--- config.mk ---
export PLATFORM = sky130hd
export DESIGN_NAME = tone_arbiter_flat
export DESIGN_NICKNAME = d
export VERILOG_FILES = /design/src/rtl/tone_arbiter_if.sv /design/src/rtl/tone_arbiter.sv /design/src/flat_wrapper.sv
export SDC_FILE = /design/constraint.sdc
export NUM_CORES = 1
export LEC_CHECK = 0
export ABC_AREA = 1
export CAP_MARGIN = 10
export CORE_MARGIN = 2
export CORE_UTILIZATION = 52
export CTS_CLUSTER_DIAMETER = 30
export DETAILED_ROUTE_END_ITERATION = 16
export PLACE_DENSITY = 0.82
export SLEW_MARGIN = 20
export SYNTH_ARGS = -nofsm -noshare
export SYNTH_HDL_FRONTEND = slang
export SYNTH_SLANG_ARGS = --single-unit
export TNS_END_PERCENT = 10
--- constraint.sdc ---
create_clock -name clk -period 2.04 [get_ports clk]
set_input_delay 0.51 -clock clk [delete_from_list [all_inputs] [get_ports clk]]
set_output_delay 0.51 -clock clk [all_outputs]
set_load 0.01 [all_outputs]
--- src/rtl/tone_arbiter_if.sv ---
// Request/tone bundle between the game controller side and tone_arbiter.
// The controller drives requests as master; the arbiter drives the tone-generator signals as slave.
interface tone_arbiter_if #(
  parameter int PERIOD_W = 16
);
  logic                btn_req;
  logic [1:0]          btn_color;
  logic                start_req;
  logic                win_req;
  logic                lose_req;
  logic [3:0]          grant;
  logic [PERIOD_W-1:0] tone_period;
  logic                tone_ena;
  logic                done;

  modport master (
    output btn_req, btn_color, start_req, win_req, lose_req,
    input  grant, tone_period, tone_ena, done
  );

  modport slave (
    input  btn_req, btn_color, start_req, win_req, lose_req,
    output grant, tone_period, tone_ena, done
  );
endinterface

--- src/rtl/tone_arbiter.sv ---
// Fixed-priority owner of the speaker tone generator (lose > win > start > button) with a jingle ROM sequencer.
// Optional macro TONE_GAP_EN inserts GAP_TICKS silent cycles between consecutive jingle notes.
module tone_arbiter #(
  parameter int NOTE_TICKS = 1_250_000,
  parameter int GAP_TICKS  = 125_000,
  parameter int PERIOD_W   = 16
) (
  input  logic          clk,
  input  logic          rst,
  tone_arbiter_if.slave bus
);
  typedef enum logic [2:0] {S_IDLE, S_BTN, S_PLAY, S_GAP, S_FIN} state_t;

  localparam logic [1:0] J_START = 2'd0;
  localparam logic [1:0] J_WIN   = 2'd1;
  localparam logic [1:0] J_LOSE  = 2'd2;

  localparam int MAXT = (NOTE_TICKS > GAP_TICKS) ? NOTE_TICKS : GAP_TICKS;
  localparam int TW   = (MAXT > 1) ? $clog2(MAXT) : 1;
  localparam logic [TW-1:0] NOTE_LAST = TW'(NOTE_TICKS - 1);
`ifdef TONE_GAP_EN
  localparam logic [TW-1:0] GAP_LAST = TW'(GAP_TICKS - 1);
`endif

  function automatic logic [PERIOD_W-1:0] note_period(input logic [2:0] n);
    logic [PERIOD_W-1:0] p;
    case (n)
      3'd0:    p = PERIOD_W'(2389);
      3'd1:    p = PERIOD_W'(2128);
      3'd2:    p = PERIOD_W'(1896);
      3'd3:    p = PERIOD_W'(1790);
      3'd4:    p = PERIOD_W'(1594);
      3'd5:    p = PERIOD_W'(1420);
      3'd6:    p = PERIOD_W'(1265);
      default: p = PERIOD_W'(1194);
    endcase
    return p;
  endfunction

  function automatic logic [2:0] color_note(input logic [1:0] c);
    logic [2:0] n;
    case (c)
      2'd0:    n = 3'd0;
      2'd1:    n = 3'd2;
      2'd2:    n = 3'd4;
      default: n = 3'd7;
    endcase
    return n;
  endfunction

  function automatic logic [2:0] rom_note(input logic [1:0] j, input logic [1:0] i);
    logic [2:0] n;
    case ({j, i})
      4'b0000: n = 3'd0;
      4'b0001: n = 3'd2;
      4'b0010: n = 3'd4;
      4'b0011: n = 3'd7;
      4'b0100, 4'b0101, 4'b0110, 4'b0111: n = 3'd7;
      4'b1000: n = 3'd3;
      default: n = 3'd0;
    endcase
    return n;
  endfunction

  // {last note of jingle, duration in units}
  function automatic logic [3:0] rom_len(input logic [1:0] j, input logic [1:0] i);
    logic [3:0] l;
    case ({j, i})
      4'b0000, 4'b0001, 4'b0010: l = {1'b0, 3'd1};
      4'b0011:                   l = {1'b1, 3'd1};
      4'b0100, 4'b0101, 4'b0110: l = {1'b0, 3'd1};
      4'b0111:                   l = {1'b1, 3'd2};
      4'b1000:                   l = {1'b0, 3'd2};
      4'b1001:                   l = {1'b1, 3'd4};
      default:                   l = {1'b1, 3'd1};
    endcase
    return l;
  endfunction

  state_t              state_q;
  logic [2:0]          pend_q;
  logic [2:0]          pend_d;
  logic [2:0]          pend_clr;
  logic [3:0]          grant_q;
  logic [PERIOD_W-1:0] period_q;
  logic                ena_q;
  logic                done_q;
  logic [1:0]          jing_q;
  logic [1:0]          idx_q;
  logic [2:0]          units_q;
  logic [TW-1:0]       tick_q;

  logic [1:0]          sel_jing;
  logic                grant_now;
  logic                cur_last;
  logic [2:0]          cur_units;

  always_comb begin
    sel_jing = J_START;
    if (pend_q[J_LOSE]) begin
      sel_jing = J_LOSE;
    end else if (pend_q[J_WIN]) begin
      sel_jing = J_WIN;
    end
  end

  // A request arriving on the grant cycle survives the clear, so the jingle replays.
  assign grant_now = ((state_q == S_IDLE) || (state_q == S_BTN)) && (|pend_q);
  assign pend_clr  = grant_now ? (3'b001 << sel_jing) : 3'b000;
  assign pend_d    = (pend_q & ~pend_clr) | {bus.lose_req, bus.win_req, bus.start_req};

  assign {cur_last, cur_units} = rom_len(jing_q, idx_q);

`ifndef TONE_GAP_EN
  logic [1:0] idx_nxt;
  assign idx_nxt = idx_q + 2'd1;
`endif

  always_ff @(posedge clk or posedge rst) begin
    if (rst) begin
      state_q  <= S_IDLE;
      pend_q   <= '0;
      grant_q  <= '0;
      period_q <= '0;
      ena_q    <= 1'b0;
      done_q   <= 1'b0;
      jing_q   <= J_START;
      idx_q    <= '0;
      units_q  <= '0;
      tick_q   <= '0;
    end else begin
      pend_q <= pend_d;
      done_q <= 1'b0;
      if (grant_now) begin
        state_q  <= S_PLAY;
        jing_q   <= sel_jing;
        idx_q    <= '0;
        units_q  <= '0;
        tick_q   <= '0;
        grant_q  <= 4'b0010 << sel_jing;
        ena_q    <= 1'b1;
        period_q <= note_period(rom_note(sel_jing, 2'd0));
      end else begin
        case (state_q)
          S_IDLE: begin
            if (bus.btn_req) begin
              state_q <= S_BTN;
            end
          end
          S_BTN: begin
            if (bus.btn_req) begin
              grant_q  <= 4'b0001;
              ena_q    <= 1'b1;
              period_q <= note_period(color_note(bus.btn_color));
            end else begin
              state_q  <= S_IDLE;
              grant_q  <= '0;
              ena_q    <= 1'b0;
              period_q <= '0;
            end
          end
          S_PLAY: begin
            if (tick_q == NOTE_LAST) begin
              tick_q <= '0;
              if (units_q == cur_units - 3'd1) begin
                units_q <= '0;
                if (cur_last) begin
                  state_q  <= S_FIN;
                  done_q   <= 1'b1;
                  grant_q  <= '0;
                  ena_q    <= 1'b0;
                  period_q <= '0;
                end else begin
                  idx_q <= idx_q + 2'd1;
`ifdef TONE_GAP_EN
                  state_q <= S_GAP;
                  ena_q   <= 1'b0;
`else
                  period_q <= note_period(rom_note(jing_q, idx_nxt));
`endif
                end
              end else begin
                units_q <= units_q + 3'd1;
              end
            end else begin
              tick_q <= tick_q + 1'b1;
            end
          end
`ifdef TONE_GAP_EN
          S_GAP: begin
            if (tick_q == GAP_LAST) begin
              tick_q   <= '0;
              state_q  <= S_PLAY;
              ena_q    <= 1'b1;
              period_q <= note_period(rom_note(jing_q, idx_q));
            end else begin
              tick_q <= tick_q + 1'b1;
            end
          end
`endif
          S_FIN:   state_q <= S_IDLE;
          default: state_q <= S_IDLE;
        endcase
      end
    end
  end

  assign bus.grant       = grant_q;
  assign bus.tone_period = period_q;
  assign bus.tone_ena    = ena_q;
  assign bus.done        = done_q;
endmodule

--- src/flat_wrapper.sv ---
// flat-port wrapper written by rule: the top's interface ports become plain ports
module tone_arbiter_flat 
#(
  parameter int NOTE_TICKS = 1_250_000,
  parameter int GAP_TICKS  = 125_000,
  parameter int PERIOD_W   = 16
)
  (clk, rst, bus_btn_req, bus_btn_color, bus_start_req, bus_win_req, bus_lose_req, bus_grant, bus_tone_period, bus_tone_ena, bus_done);
  tone_arbiter_if #(.PERIOD_W(PERIOD_W)) bus_i ();
  input  logic clk;
  input  logic rst;
  input wire logic [$bits(bus_i.btn_req)-1:0] bus_btn_req;
  input wire logic [$bits(bus_i.btn_color)-1:0] bus_btn_color;
  input wire logic [$bits(bus_i.start_req)-1:0] bus_start_req;
  input wire logic [$bits(bus_i.win_req)-1:0] bus_win_req;
  input wire logic [$bits(bus_i.lose_req)-1:0] bus_lose_req;
  output wire logic [$bits(bus_i.grant)-1:0] bus_grant;
  output wire logic [$bits(bus_i.tone_period)-1:0] bus_tone_period;
  output wire logic [$bits(bus_i.tone_ena)-1:0] bus_tone_ena;
  output wire logic [$bits(bus_i.done)-1:0] bus_done;
  assign bus_i.btn_req = bus_btn_req;
  assign bus_i.btn_color = bus_btn_color;
  assign bus_i.start_req = bus_start_req;
  assign bus_i.win_req = bus_win_req;
  assign bus_i.lose_req = bus_lose_req;
  assign bus_grant = bus_i.grant;
  assign bus_tone_period = bus_i.tone_period;
  assign bus_tone_ena = bus_i.tone_ena;
  assign bus_done = bus_i.done;
  tone_arbiter #(.NOTE_TICKS(NOTE_TICKS), .GAP_TICKS(GAP_TICKS), .PERIOD_W(PERIOD_W)) u_core (.clk(clk), .rst(rst), .bus(bus_i));
endmodule
==> summary.txt <==
Run status
  – Status: finished with violations
  – Failing checks: negative setup slack

STA
  – Setup violators final: 23
  – Final worst slack: -0.117 ns
  – Fin crit share: 1.06
  – Least-Margin Pin Slew: 0.552 ns
  – Setup repair after global routing missed its margin: yes
  – Final Hold Vio Count: 0
  – Clock skew: 0.0110 ns
  – Max-slew headroom at the worst pin: 0.628
  – FMAX: 464 MHz
  – Final Max Slew Viols: 0
  – Setup Total Neg Slack: -1.89 ns
  – Min Tclk post-route: 2.16 ns

Pwr
  – Switching Fraction: 0.318
  – Part of the power in the clock network: 0.240
  – Int Pwr: 1.71 mW
  – Switching pwr: 0.797 mW
  – Combinational power share: 0.259
  – Static Leak: 1.96 nW
  – Register share of total power: 0.501
  – PwrDens: 618 nW/um^2
  – VDD IR max: 331 uV

Floorplan
  – Core ar.: 6280 um^2
  – Die extent in x: 83.9 um
  – Initial Util: 0.529
  – Row count: 29
  – Die area: 7040 um^2
  – Die Ht: 83.9 um
  – Io pins: 30

GRT
  – First-pass GRT wire length: 13500 um
  – Vias in the first global route: 2912
  – GR Layer Usage met2: 0.377
  – Largest net degree at the start of global routing: 53
  – Met3 usage: 0.0386
  – Met1 GRT Util: 0.313
  – GR peak layer: met2
  – Total gr overflow: 0
  – Overall Global Routing Usage: 0.230
  – Initial antenna violation count: 0

Cells and area
  – Synth-to-layout area growth: 22.3%
  – Footprint of the multi-input gates: 1900 um^2
  – NumNets Final: 508
  – Fraction of layout cells with a size suffix above 1: 0.218
  – Diodes inserted: 0
  – # fillers: 509
  – Register area: 1300 um^2
  – Final Cell Area: 4060 um^2

Clock tree
  – CTS tree: yes
  – Worst-Skew Late Latency: 0.30 ns
  – Clk pin slew, worst setup/hold paths: 0.09 ns
  – CTS max path bufs: 2
  – CTS H-tree depth: 2
  – Num CTS Buffers: 5
  – CTS sink cnt: 52
  – Root buf cell: clkbuf_8

Synthesis
  – Synth top area cells: dfrtp_1, nand2_1, nand3_1
  – Count leader, synth: nand2_1
  – Dominant cell type by area after synthesis: dfrtp_1
  – Synth Flop Type: dfrtp_1
  – Synth unique cells: 36
  – Mux cell area share after synthesis: 0
  – Post-synthesis adder-cell area fraction: 0.0528
  – Cells after Synth: 432
  – Synth async-reset ratio: 1.00
  – Syn avg cell area: 7.69 um^2
  – Post-synth EDFFs: 0
  – Synthesis-stage register bit count: 52
  – Cell area after synthesis: 3320 um^2
  – Complex-gate fraction of the synthesized area: 0.0852
  – YS warnings: 0
  – Synth top area share: 0.392
  – Largest family of logic cells by synthesized area: simple AND/OR/NAND/NOR gates
  – Sequential element share of the synthesized area: 0.392
  – XOR/XNOR Fraction of Synth Area: 0.0369
  – Simple-gate share of the synthesized area: 0.349
  – Most frequent cells after synthesis: nand2_1, dfrtp_1, nand3_1, inv_1, nor2_1

Route
  – Drt drc: 0
  – Drt first pass iters: 5
  – Iteration-0 DRC Markers: 322
  – Post-Route WL: 7800 um
  – Wire per inst: 13.8 um
  – Via count: 3070
  – Post-route ant nets: 0
  – Drt via density: 5.44

Place
  – DP Area: 3760 um^2
  – HPWL Detailed: 5420 um
  – Place WS: -0.165 ns
  – Placer Congestion: 0.892
  – IO Port Bufs: 25

Critical path
  – CP cell instances: ha_2 -> nand3_4 -> nand2_2 -> inv_2 -> ha_4 -> xor2_2 -> nand3_2 -> nor2_4 -> inv_2 -> nand2_4 -> nand3_2 -> nand2_1 -> nand2_1
  – WP buf/inv: 2
  – Master of the slowest instance on the critical path: dfrtp_1
  – Cell family with most CP delay: simple AND/OR/NAND/NOR gates
  – Crit path max fanout: 5
  – Arr. time, crit path: 2.34 ns
  – Max stage delay on crit path: 0.43 ns
  – Crit path capture type: flop
  – Critical Path RT: 2.23 ns
  – Crit start category: flop
  – Critical path class: flop to flop

Flow run
  – Max Cap Violations: 0

Worst hold path
  – Hold Crit Class: flop to flop
-- cells by family (layout without fill, tap and decap cells) --
kind of cell | after synthesis | in the layout
AND/OR/NAND/NOR | 240 | 241
buffers and inverters | 59 | 110
AO/OA/AOI/OAI | 52 | 52
flip-flops | 52 | 52
adder cells (fa/ha/maj) | 14 | 14
XOR/XNOR | 14 | 14
other | 1 | 4
-- metrics by stage --
stage	total power, mW	utilization	hold WS (ns)	cells
after floorplan	1.64	-	0.488	435
after global placement	1.83	0.599	0.463	546
after detailed placement	1.86	0.599	0.467	546
after CTS	2.49	0.631	0.490	559
after global routing	2.66	0.647	0.528	564
final	2.51	0.647	0.490	564
-- cell usage in the layout, fill, tap and decap left out, types with 2 or more instances in the layout --
cell type,netlist,final
nand2_8,0,2
o21bai_1,3,3
nor3_2,2,2
nand3_1,41,38
nor3_1,5,5
nand2_1,120,114
ha_4,0,2
conb_1,1,4
clkdlybuf4s50_1,0,25
o21ai_0,26,23
buf_4,5,25
ha_1,14,11
o21ai_1,5,7
nand4_1,10,10
nand2_2,14,17
dfrtp_1,52,52
inv_2,10,15
nand3_4,0,2
nor2_4,1,4
nor2_8,3,3
nand3_2,3,4
inv_1,38,33
clkbuf_8,0,6
a21oi_1,9,9
nor2_1,28,24
nand2_4,4,5
xor2_1,13,12
nor2_2,7,9
o22ai_1,6,6
-- registers in the layout (all words and copies together) (netlist names) --
| register | count |
|---|---|
| u_core.jing_q | 2 |
| u_core.state_q | 3 |
| u_core.units_q | 3 |
| u_core.bus.done | 1 |
| u_core.bus.grant | 4 |
| u_core.bus.tone_ena | 1 |
| u_core.pend_q | 3 |
| u_core.idx_q | 2 |
| u_core.tick_q | 21 |
| u_core.bus.tone_period | 12 |
-- metal layers --
metal | part of all wire | vias to the layer above
met2 | 0.49 | 115
met4 | 0.016 | 0
met5 | 0 | -
met3 | 0.053 | 15
li1 | - | 1497
met1 | 0.44 | 1443
-- tightest hold or removal path, delay by kind of cell, from the launching register on --
kind             cells  cell delay, ns
flip-flops           1            0.35
AND/OR/NAND/NOR      2            0.11
-- cell type report --
class,instances,area share
well taps,77,0.0237
flip-flops and latches,52,0.320
inverters,50,0.0487
clock inverters,1,0.00185
repair buffers,52,0.116
multi-input cells,325,0.469
clock buffers,7,0.0213
-- final timing paths --
kind                                            from                         to  slack, ns  cells past startpoint
max                                  u_core.idx_q[1]        u_core.bus.grant[2]      -0.12                     13
min                        u_core.bus.tone_period[9]  u_core.bus.tone_period[9]       0.49                      2
max reg2reg                          u_core.idx_q[1]        u_core.bus.grant[2]      -0.12                     13
min reg2reg                u_core.bus.tone_period[9]  u_core.bus.tone_period[9]       0.49                      2
max in group asynchronous                        rst           u_core.pend_q[2]       1.23                      3
min in group asynchronous                        rst          u_core.tick_q[17]       0.55                      3
-- power groups by stage --
stage	Combinational, mW	Clock, mW	Sequential, mW
5_1_grt	0.729	0.658	1.28
6_report	0.649	0.603	1.26
2_1_floorplan	0.368	0	1.27
3_3_place_gp	0.559	0	1.27
4_1_cts	0.607	0.631	1.26
3_5_place_dp	0.581	0	1.28
-- repair_timing --
action,4_1_cts,5_1_grt
buffers inserted,4,5
gates cloned,1,0
resized for setup,13,19
endpoints found under the setup margin,25,27
hold buffers,0,0
pin swaps,13,11
Power figures use the tool's default switching activity.
